## src/rtl/hdmi_config_sequencer.sv

```systemverilog
// hdmi_config_sequencer
// Walks a fixed table of {reg_addr, reg_value} words and hands each one to the
// I2C_controller as a single write. It waits for power-up before the first write and
// retries an entry after a NACK or a timeout. A hot-plug rise restarts the whole table.
//
// Handshake with the controller:
//   - i2c_start is a one-cycle pulse. It is raised only in ISSUE, and only while i2c_stop=1.
//   - i2c_stop is high while the controller is idle or busy.
//   - A one-cycle low pulse on i2c_stop marks the end of the transfer.
//   - i2c_ack is sampled on every WAIT cycle. A high level on any of those cycles marks
//     the transfer as NACKed.
//   - register_data and reg_index do not change from ISSUE until CHECK, because the
//     controller latches them mid-transfer.
module hdmi_config_sequencer #(
    parameter logic [7:0] SLAVE_ADDR     = 8'h72,
    parameter int         NUM_REGS       = 15,
    parameter int         PWRUP_CYCLES   = 20000,
    parameter int         TIMEOUT_CYCLES = 200,
    parameter int         RETRY_MAX      = 3
) (
    input  logic        clock_100khz,
    input  logic        MR_n,
    input  logic        hpd,
    input  logic        i2c_stop,
    input  logic        i2c_ack,
    output logic        i2c_start,
    output logic [15:0] register_data,
    output logic [7:0]  slave_address,
    output logic [7:0]  reg_index,
    output logic        config_done,
    output logic        config_error,
    output logic [2:0]  fsm_state
);

    localparam int CW = $clog2(PWRUP_CYCLES + 1);
    localparam int RW = (RETRY_MAX < 1) ? 1 : $clog2(RETRY_MAX + 1);

    localparam logic [CW-1:0] PWR_LAST = CW'(PWRUP_CYCLES - 1);
    localparam logic [7:0]    TO_LAST  = 8'(TIMEOUT_CYCLES - 1);
    localparam logic [7:0]    IDX_LAST = 8'(NUM_REGS - 1);
    localparam logic [8:0]    NREG     = 9'(NUM_REGS);
    localparam logic [RW-1:0] RMAX     = RW'(RETRY_MAX);

    typedef enum logic [2:0] {
        S_PWRUP = 3'd0,
        S_ISSUE = 3'd1,
        S_WAIT  = 3'd2,
        S_CHECK = 3'd3,
        S_RETRY = 3'd4,
        S_DONE  = 3'd5,
        S_ERROR = 3'd6
    } state_t;

    state_t        state, state_d;
    logic [CW-1:0] pwr_cnt, pwr_cnt_d;
    logic [7:0]    timer, timer_d;
    logic [RW-1:0] retry, retry_d;
    logic [7:0]    index_d;
    logic          nack_sticky, nack_d;
    logic          hpd_s1, hpd_s2, hpd_q;
    logic          hpd_pend, pend_d;
    logic          hpd_rise;
    logic [15:0]   table_word;

    assign hpd_rise = hpd_s2 & ~hpd_q;

    // Register table, indexed by the current entry; entries past the end read as zero.
    always_comb begin
        table_word = 16'h0000;
        case (reg_index)
            8'd0:    table_word = 16'h4110;
            8'd1:    table_word = 16'h9803;
            8'd2:    table_word = 16'h9AE0;
            8'd3:    table_word = 16'h9C30;
            8'd4:    table_word = 16'h9D61;
            8'd5:    table_word = 16'hA2A4;
            8'd6:    table_word = 16'hA3A4;
            8'd7:    table_word = 16'hE0D0;
            8'd8:    table_word = 16'hF900;
            8'd9:    table_word = 16'h1500;
            8'd10:   table_word = 16'h1630;
            8'd11:   table_word = 16'h1702;
            8'd12:   table_word = 16'h1800;
            8'd13:   table_word = 16'hAF06;
            8'd14:   table_word = 16'hD6C0;
            default: table_word = 16'h0000;
        endcase
        if ({1'b0, reg_index} >= NREG) begin
            table_word = 16'h0000;
        end
    end

    // Next-state and datapath update for the sequencer, plus the start pulse.
    always_comb begin
        state_d   = state;
        pwr_cnt_d = pwr_cnt;
        timer_d   = timer;
        retry_d   = retry;
        index_d   = reg_index;
        nack_d    = nack_sticky;
        pend_d    = hpd_pend | hpd_rise;
        i2c_start = 1'b0;
        case (state)
            S_PWRUP: begin
                // Any pending hot-plug is serviced by the power-up wait itself.
                pend_d = 1'b0;
                if (!hpd_s2 || hpd_rise) begin
                    pwr_cnt_d = '0;
                end else if (pwr_cnt == PWR_LAST) begin
                    pwr_cnt_d = '0;
                    index_d   = 8'd0;
                    retry_d   = '0;
                    state_d   = S_ISSUE;
                end else begin
                    pwr_cnt_d = pwr_cnt + 1'b1;
                end
            end
            S_ISSUE: begin
                // Start only when the controller is idle. This is also how a timed-out
                // retry waits for a stuck controller to come back.
                if (i2c_stop) begin
                    i2c_start = 1'b1;
                    nack_d    = 1'b0;
                    timer_d   = 8'd0;
                    state_d   = S_WAIT;
                end
            end
            S_WAIT: begin
                nack_d  = nack_sticky | i2c_ack;
                timer_d = timer + 8'd1;
                if (!i2c_stop) begin
                    state_d = S_CHECK;
                end else if (timer == TO_LAST) begin
                    state_d = S_RETRY;
                end
            end
            S_CHECK: begin
                // A hot-plug that arrived during the transfer is acted on here, after the
                // controller has finished.
                if (hpd_pend) begin
                    pend_d    = 1'b0;
                    index_d   = 8'd0;
                    retry_d   = '0;
                    pwr_cnt_d = '0;
                    state_d   = S_PWRUP;
                end else if (nack_sticky) begin
                    state_d = S_RETRY;
                end else if (reg_index == IDX_LAST) begin
                    state_d = S_DONE;
                end else begin
                    index_d = reg_index + 8'd1;
                    retry_d = '0;
                    state_d = S_ISSUE;
                end
            end
            S_RETRY: begin
                if (retry < RMAX) begin
                    retry_d = retry + 1'b1;
                    state_d = S_ISSUE;
                end else begin
                    state_d = S_ERROR;
                end
            end
            S_DONE, S_ERROR: begin
                if (hpd_pend) begin
                    pend_d    = 1'b0;
                    index_d   = 8'd0;
                    retry_d   = '0;
                    pwr_cnt_d = '0;
                    state_d   = S_PWRUP;
                end
            end
            default: begin
                state_d = S_PWRUP;
            end
        endcase
    end

    // State, counters, and the hpd synchroniser. All of them return to reset values at
    // once when MR_n goes low.
    always_ff @(posedge clock_100khz or negedge MR_n) begin
        if (!MR_n) begin
            state       <= S_PWRUP;
            pwr_cnt     <= '0;
            timer       <= 8'd0;
            retry       <= '0;
            reg_index   <= 8'd0;
            nack_sticky <= 1'b0;
            hpd_s1      <= 1'b0;
            hpd_s2      <= 1'b0;
            hpd_q       <= 1'b0;
            hpd_pend    <= 1'b0;
        end else begin
            state       <= state_d;
            pwr_cnt     <= pwr_cnt_d;
            timer       <= timer_d;
            retry       <= retry_d;
            reg_index   <= index_d;
            nack_sticky <= nack_d;
            hpd_s1      <= hpd;
            hpd_s2      <= hpd_s1;
            hpd_q       <= hpd_s2;
            hpd_pend    <= pend_d;
        end
    end

    // Status outputs, decoded from the state. register_data reads as zero during power-up.
    always_comb begin
        config_done   = (state == S_DONE);
        config_error  = (state == S_ERROR);
        slave_address = SLAVE_ADDR;
        fsm_state     = state;
        register_data = (state == S_PWRUP) ? 16'h0000 : table_word;
    end

endmodule

```

## config.mk

```make
export PLATFORM = sky130hd
export DESIGN_NAME = hdmi_config_sequencer
export DESIGN_NICKNAME = d
export VERILOG_FILES = /design/src/rtl/hdmi_config_sequencer.sv
export SDC_FILE = /design/constraint.sdc
export NUM_CORES = 1
export LEC_CHECK = 0
export ABC_CLOCK_PERIOD_IN_PS = 3000
export BUFFER_PORTS_ARGS = -buffer_cell sky130_fd_sc_hd__buf_2
export CORE_AREA = 2 2 82 84
export CTS_CLUSTER_DIAMETER = 50
export DETAILED_ROUTE_END_ITERATION = 16
export DIE_AREA = 0 0 84 86
export SYNTH_ARGS = -nofsm -noshare
export SYNTH_HDL_FRONTEND = slang
export SYNTH_SLANG_ARGS = --single-unit
```

## constraint.sdc

```tcl
create_clock -name clock_100khz -period 3 [get_ports clock_100khz]
set_input_delay 0.15 -clock clock_100khz [delete_from_list [all_inputs] [get_ports clock_100khz]]
set_output_delay 0.15 -clock clock_100khz [all_outputs]
set_load 0.03 [all_outputs]
```

==> insert_results.sql, run 1 <==
INSERT INTO impl_metrics (metric_group, metric, value, unit) VALUES
('cts', 'cts_tree', 'yes', ''),
('global_route', 'largest_net_degree_at_the_start_of_global_routing', '42', ''),
('cts', 'numCtsBuffers', '5', ''),
('worst_setup_path', 'critical_path.top_delay_family', 'simple AND/OR/NAND/NOR gates', ''),
('sta', 'fin_worst_hold_slack', '-12.7', 'ps'),
('cts', 'cts_root_buffer', 'sky130_fd_sc_hd__clkbuf_8', ''),
('sta', 'clock.fmax', '374', 'MHz'),
('die', 'die_width', '84', 'um'),
('placement', 'place.gp.congestion', '0.805', ''),
('worst_setup_path', 'crit_path_max_fanout', '15', ''),
('synth', 'synth_enable_flop_cells', '0', ''),
('die', 'floorplan_core_area', '6280', 'sq um'),
('worst_setup_path', 'data_arrival_time_of_the_critical_path', '2530', 'ps'),
('synth', 'yosys_register_bits', '41', ''),
('synth', 'synthDominantCellAreaShare', '36.8', '%'),
('status', 'status', 'finished with violations', ''),
('power_and_ir_drop', 'vdd.ir_drop.worst', '0.000175', 'V'),
('die', 'design.die.area', '7220', 'sq um'),
('detailed_routing', 'initial_drc_count', '182', ''),
('worst_setup_path', 'slowest_cell_on_the_critical_path', 'sky130_fd_sc_hd__nor4_1', ''),
('power_and_ir_drop', 'power_density', '343', 'nW/um^2'),
('synth', 'synth.most_common_cell', 'sky130_fd_sc_hd__nor2_1', ''),
('global_route', 'globalRouteOverflowTotal', '0', ''),
('sta', 'setup_repair_after_global_routing_missed_its_margin', 'false', ''),
('global_route', 'grt_antenna_before_repair', '0', ''),
('status', 'failed_checks', 'hold timing', ''),
('worst_setup_path', 'crit_path_cell_trace', 'nor4_1, nand3_1, a311oi_1, buf_2', ''),
('power_and_ir_drop', 'power.leakage', '1.35', 'nW'),
('cts', 'insertion_delay', '300', 'ps'),
('min_path', 'class_of_the_most_critical_hold_timing_path', 'input port to async pin', ''),
('synth', 'yosysWarningCount', '0', ''),
('cts', 'cts-htree-levels', '2', ''),
('detailed_routing', 'wl', '6350', 'um'),
('sta', 'final_max_slew_viol_count', '0', ''),
('worst_setup_path', 'crit_buf_inv', '1', ''),
('synth', 'synthDistinctLibCells', '55', ''),
('synth', 'yosys-top-cells-count', '49 x sky130_fd_sc_hd__nor2_1, 41 x sky130_fd_sc_hd__dfrtp_1, 28 x sky130_fd_sc_hd__o21ai_0', ''),
('detailed_routing', 'drc_errors', '0', ''),
('worst_setup_path', 'timing.rr.end', 'retry[1]', ''),
('die', 'floorplan.initialDensity', '44.4', '%'),
('synth', 'synth_top_area_cell', 'sky130_fd_sc_hd__dfrtp_1', ''),
('detailed_routing', 'final_antenna_net_count', '0', ''),
('sta', 'relSlewSlack', '38.8', '%'),
('cts', 'clk_path_buf_depth', '2', ''),
('cts', 'postCtsResizedCells', '0', ''),
('run', 'cap_violations', '0', ''),
('worst_setup_path', 'timing.critical_path.from_type', 'flop', ''),
('worst_setup_path', 'path_class', 'flop to output pin', ''),
('cts', 'clkSlewWorstSetupHoldPaths', '80', 'ps'),
('final_layout', 'final.fill_count', '625', ''),
('detailed_routing', 'route.vias.total', '2511', ''),
('sta', 'final_report_hold_violation_count', '32', ''),
('synth', 'synth_area_per_cell', '8.34', 'sq um'),
('placement', 'total_of_buffers_placed_on_input_and_output_ports', '33', ''),
('synth', 'synth_cells', '334', ''),
('global_route', 'first_global_vias', '2158', ''),
('synth', 'dominantRegCellSynth', 'sky130_fd_sc_hd__dfrtp_1', ''),
('die', 'row_count', '29', ''),
('detailed_routing', 'firstDrtPassIters', '4', ''),
('worst_setup_path', 'crit-reg2reg-launch', 'fsm_state[0]', ''),
('final_layout', 'design.final.nets', '378', ''),
('final_layout', 'num_antenna_cells', '0', ''),
('worst_setup_path', 'worstSetupEndpointType', 'output pin', ''),
('synth', 'synth.yosys.seq_area_share', '36.8', '%'),
('final_layout', 'layoutNonFillerInstCount', '441', ''),
('worst_setup_path', 'slowest_delay', '550', 'ps'),
('sta', 'clock-skew-final', '4.22', 'ps'),
('sta', 'final-setup-viol-count', '0', ''),
('final_layout', 'flow.area_growth_from_synthesis', '11.5', '%'),
('worst_setup_path', 'r2r.worst_path.cells', '5', ''),
('final_layout', 'post_route_cells_drive_above_1_share', '15.1', '%');
[kinds of logic after synthesis]
logic type      after synthesis  synth area share (%)
fa+ha+maj                    10                  4.49
flops                        41                  36.8
compound gates               89                  19.9
buf+inv                      36                  6.29
mux                          10                  3.77
other cells                   2                 0.270
xor+xnor                     12                  3.77
simple gates                134                  24.7
[per-layer routing]
layer | vias up | global-route usage, % | share of wire, %
met1 | 1207 | 26.3 | 50
met5 | - | 0 | 0
met4 | 0 | 5.43 | 1.1
met3 | 6 | 3.37 | 3.6
met2 | 49 | 27.4 | 45
li1 | 1249 | - | -
[worst max-delay path by stage]
| stage | start | end | depth (start not counted) |
|---|---|---|---|
| global route | fsm_state[1] | register_data[14] | 4 |
| floorplan | reg_index[3] | register_data[12] | 5 |
| finish | reg_index[4] | register_data[14] | 4 |
| CTS | fsm_state[0] | register_data[14] | 4 |
| global placement | fsm_state[0] | retry[0] | 5 |
| detailed placement | fsm_state[0] | retry[1] | 5 |
[report_power, final]
group | internal, mW | switching, mW | total (mW)
clock | 0.271 | 0.194 | 0.466
combinational | 0.00737 | 0.0359 | 0.0432
sequential | 0.555 | 0.00213 | 0.557
total | 0.834 | 0.232 | 1.07
[stage by stage]
stage	util (%)	hold WS, ps	area [sq um]	setup slack [ps]	power (mW)
finish	49.5	-12.7	3110	324	1.07
global route	49.5	77.8	3110	142	1.12
CTS	49.5	41.2	3110	342	1.08
detailed placement	47.5	259	2980	650	0.612
global placement	47.5	258	2980	732	0.612
floorplan	-	-146	2810	690	0.603
[area by class of cell]
class / instances / area share (%)
clock buffers: 7 / 2.78
well taps: 77 / 3.10
multi-input cells: 264 / 51.9
clock inverters: 1 / 0.966
repair buffers: 39 / 6.84
inverters: 12 / 1.45
flip-flops and latches: 41 / 33.0
[repair_timing]
| item | in CTS | in global routing |
|---|---|---|
| hold buffers | 1 | 0 |
| endpoints found under the hold margin | 1 | 0 |
| setup buffers | 0 | 0 |
[state kept, by name, indices dropped and copies added, names as in the netlist]
register	count
hpd_pend	1
fsm_state	3
retry	2
nack_sticky	1
hpd_s2	1
timer	8
reg_index	8
pwr_cnt	15
hpd_s1	1
hpd_q	1
[layout by cell type, fill, tap and decap left out, types with 3 or more instances in the layout]
master                       n
sky130_fd_sc_hd__a211oi_1    8
sky130_fd_sc_hd__a21oi_1    19
sky130_fd_sc_hd__a31oi_1     7
sky130_fd_sc_hd__and3_1      6
sky130_fd_sc_hd__buf_2      33
sky130_fd_sc_hd__buf_4       5
sky130_fd_sc_hd__clkbuf_8    6
sky130_fd_sc_hd__conb_1      9
sky130_fd_sc_hd__dfrtp_1    41
sky130_fd_sc_hd__ha_1       10
sky130_fd_sc_hd__inv_1      11
sky130_fd_sc_hd__mux2i_1     6
sky130_fd_sc_hd__nand2_1    23
sky130_fd_sc_hd__nand2b_1    3
sky130_fd_sc_hd__nand3_1    13
sky130_fd_sc_hd__nand4_1     7
sky130_fd_sc_hd__nor2_1     49
sky130_fd_sc_hd__nor3_1     12
sky130_fd_sc_hd__o2111ai_1   3
sky130_fd_sc_hd__o211ai_1    6
sky130_fd_sc_hd__o21ai_0    28
sky130_fd_sc_hd__o22ai_1     3
sky130_fd_sc_hd__o41ai_1     3
sky130_fd_sc_hd__or3_1       3
sky130_fd_sc_hd__xnor2_1     4
sky130_fd_sc_hd__xor2_1      8
Note: power is estimated with default switching activity, not from simulation.
==> run 2, diff against run 1 <==
--- a/config.mk
+++ b/config.mk
@@ -8,9 +8,11 @@
 export ABC_CLOCK_PERIOD_IN_PS = 3000
 export BUFFER_PORTS_ARGS = -buffer_cell sky130_fd_sc_hd__buf_2
 export CORE_AREA = 2 2 82 84
+export CTS_BUF_LIST = sky130_fd_sc_hd__clkbuf_4
 export CTS_CLUSTER_DIAMETER = 50
 export DETAILED_ROUTE_END_ITERATION = 16
 export DIE_AREA = 0 0 84 86
+export SLEW_MARGIN = 20
 export SYNTH_ARGS = -nofsm -noshare
 export SYNTH_HDL_FRONTEND = slang
 export SYNTH_SLANG_ARGS = --single-unit
==> run 2 against run 1 <==
Compared with the run above:
- the flow now finishes without violations
- hold slack better by 50 ps
- cell count is 0.23% higher
- combinational power is 3% higher
- sequential share of layout area is 0.30 points higher
- die area stayed put
- sequential power hardly changed
- sequential cell count stayed put
- clock-buffer cell count is 1 lower
- global-route usage is 0.23 points lower
- wire length is 0.96% lower
- critical path type unchanged
==> insert_results.sql, run 2 (synthesis gave the netlist of run 1 again) <==
INSERT INTO impl_metrics (metric_group, metric, value, unit) VALUES
('cts', 'clock_sink_count', '41', ''),
('detailed_routing', 'final_antenna_net_count', '0', ''),
('worst_setup_path', 'timing.critical_path.from_type', 'flop', ''),
('power_and_ir_drop', 'total_power', '0.964', 'mW'),
('final_layout', 'flow.area_growth_from_synthesis', '10.6', '%'),
('detailed_routing', 'vias_per_cell', '5.68', ''),
('min_path', 'class_of_the_most_critical_hold_timing_path', 'input port to flop', ''),
('sta', 'worst_pin_slew', '933', 'ps'),
('cts', 'cts_tree', 'yes', ''),
('worst_setup_path', 'path_class', 'flop to output pin', ''),
('detailed_routing', 'detail_route.wl_per_cell', '14.2', 'um'),
('placement', 'total_of_buffers_placed_on_input_and_output_ports', '33', ''),
('detailed_routing', 'met3WireLength', '257', 'um'),
('detailed_routing', 'route.vias.total', '2509', ''),
('sta', 'final_report_hold_violation_count', '0', ''),
('final_layout', 'post_route_cells_drive_above_1_share', '15.1', '%'),
('cts', 'cts_root_buffer', 'sky130_fd_sc_hd__clkbuf_4', ''),
('final_layout', 'num_antenna_cells', '0', ''),
('status', 'status', 'finished clean', ''),
('sta', 'clock-skew-final', '5.94', 'ps'),
('min_path', 'timing.hold.worst.start', 'i2c_ack', ''),
('final_layout', 'layoutNonFillerInstCount', '442', ''),
('global_route', 'tot_gr_track_use', '17.8', '%'),
('cts', 'cts-htree-levels', '2', ''),
('global_route', 'globalRouteOverflowTotal', '0', ''),
('detailed_routing', 'firstDrtPassIters', '4', ''),
('die', 'die_width', '84', 'um'),
('final_layout', 'finalCoreUtilization', '49.1', '%'),
('final_layout', 'largest_register_ff_count', '15', ''),
('global_route', 'largest_net_degree_at_the_start_of_global_routing', '42', ''),
('worst_setup_path', 'critical_path_required', '2850', 'ps'),
('worst_setup_path', 'crit_path_max_fanout', '23', ''),
('sta', 'period_utilization_post_route', '91.4', '%'),
('sta', 'timing.final.crit_period', '2740', 'ps'),
('power_and_ir_drop', 'vdd.ir_drop.worst', '0.000170', 'V'),
('die', 'floorplan.initialDensity', '44.4', '%'),
('worst_setup_path', 'r2r.worst_path.cells', '5', ''),
('worst_setup_path', 'data_arrival_time_of_the_critical_path', '2590', 'ps'),
('power_and_ir_drop', 'power_density', '313', 'nW/um^2'),
('final_layout', 'final.fill_count', '632', ''),
('cts', 'clkSlewWorstSetupHoldPaths', '120', 'ps'),
('run', 'cap_violations', '0', ''),
('sta', 'final-setup-viol-count', '0', ''),
('die', 'design.die.area', '7220', 'sq um'),
('cts', 'clk_path_buf_depth', '2', ''),
('cts', 'postCtsResizedCells', '0', ''),
('sta', 'setup_repair_after_global_routing_missed_its_margin', 'false', ''),
('detailed_routing', 'initial_drc_count', '189', ''),
('worst_setup_path', 'crit-reg2reg-launch', 'fsm_state[0]', ''),
('final_layout', 'multi_input_logic_area', '1610', 'sq um'),
('sta', 'final_max_slew_viol_count', '0', ''),
('placement', 'place_inst', '432', ''),
('detailed_routing', 'drc_errors', '0', ''),
('cts', 'numCtsBuffers', '5', ''),
('min_path', 'worstHoldPathCells', '3', ''),
('global_route', 'wire_length_of_the_first_global_routing_pass', '10600', 'um'),
('global_route', 'grt_antenna_before_repair', '0', ''),
('power_and_ir_drop', 'power.leakage', '1.34', 'nW'),
('placement', 'place.gp.congestion', '0.805', ''),
('worst_setup_path', 'worstSetupEndpointType', 'output pin', ''),
('detailed_routing', 'detail_route.wirelength.met1', '3180', 'um'),
('worst_setup_path', 'endpoint_of_the_most_critical_setup_path', 'register_data[14]', ''),
('sta', 'totalNegativeSetupSlack', '0', 'ps'),
('final_layout', 'layout.cells.most_common_list', '49 x sky130_fd_sc_hd__nor2_1, 41 x sky130_fd_sc_hd__dfrtp_1, 33 x sky130_fd_sc_hd__buf_2', ''),
('placement', 'place_hpwl', '4420', 'um'),
('sta', 'clock.fmax', '365', 'MHz'),
('final_layout', 'biggestRegsByFlops', 'pwr_cnt (15), reg_index (8), timer (8)', ''),
('final_layout', 'regMostFlops', 'pwr_cnt', ''),
('worst_setup_path', 'timing.rr.end', 'pwr_cnt[5]', ''),
('cts', 'insertion_delay', '340', 'ps'),
('die', 'floorplan_core_area', '6280', 'sq um'),
('detailed_routing', 'wl', '6290', 'um'),
('worst_setup_path', 'worstSetupStartpoint', 'fsm_state[1]', ''),
('final_layout', 'area.sequential', '1030', 'sq um'),
('die', 'i_o_pin_count', '43', ''),
('sta', 'relSlewSlack', '37.8', '%'),
('die', 'die_h', '86', 'um'),
('worst_setup_path', 'setup.reg_to_reg.worst_slack', '650', 'ps'),
('detailed_routing', 'routed.top_layer', 'met4', ''),
('final_layout', 'final_common_cell', 'sky130_fd_sc_hd__nor2_1', ''),
('die', 'row_count', '29', ''),
('final_layout', 'design.final.nets', '379', ''),
('detailed_routing', 'met2RoutedLength', '2780', 'um'),
('global_route', 'first_global_vias', '2162', '');
==> run 2: cell types whose count changed in the layout (fill, tap and decap cells not counted), sizes merged <==
cell and change:
dlygate4sd3 +1, clkbuf -1, clkinv +1
==> run 2: per-stage QoR <==
step                      instance area, sq um  worst slack [ps]  hold WS, ps
after floorplan                           2810               690         -146
after global placement                    2980               732          258
after detailed placement                  2980               650          259
after CTS                                 3080               265         21.6
after global routing                      3080              69.9         43.7
final                                     3080               257         36.8
==> run 2: final cells by class <==
cell class | instances | share of cell area (%)
multi-input combinational | 264 | 52.3
sequential | 41 | 33.3
timing repair buffer | 40 | 7.23
tap | 77 | 3.13
clock buffer | 6 | 1.46
inverter | 12 | 1.46
clock inverter | 2 | 1.10
==> run 2: worst min-delay path by stage <==
| stage | endpoint |
|---|---|
| 2_1_floorplan | fsm_state[0] |
| 3_3_place_gp | hpd_s1 |
| 3_5_place_dp | hpd_s1 |
| 4_1_cts | nack_sticky |
| 5_1_grt | nack_sticky |
| 6_report | nack_sticky |
==> run 2: where the power goes <==
group | internal, mW | switching (mW) | total, mW
combinational | 0.00820 | 0.0362 | 0.0444
clock | 0.183 | 0.179 | 0.361
sequential | 0.556 | 0.00216 | 0.558
==> run 2: per-layer routing <==
| layer | track usage (%) | vias up |
|---|---|---|
| met1 | 26.2 | 1195 |
| met4 | 4.55 | 0 |
| li1 | - | 1249 |
| met3 | 3.08 | 8 |
| met5 | 0 | - |
| met2 | 27.5 | 57 |
==> run 2: repair_timing <==
action | in CTS | in global routing
setup endpoints to repair | 0 | 0
hold endpoints to repair | 42 | 0
setup buffers | 0 | 0
hold buffers | 2 | 0
==> run 2: critical path, cell delays in order, from the launching register on <==
cell and delay, ps:
sky130_fd_sc_hd__dfrtp_1 800, sky130_fd_sc_hd__or3_1 300, sky130_fd_sc_hd__nand3_1 430, sky130_fd_sc_hd__a311oi_1 450
sky130_fd_sc_hd__buf_2 260
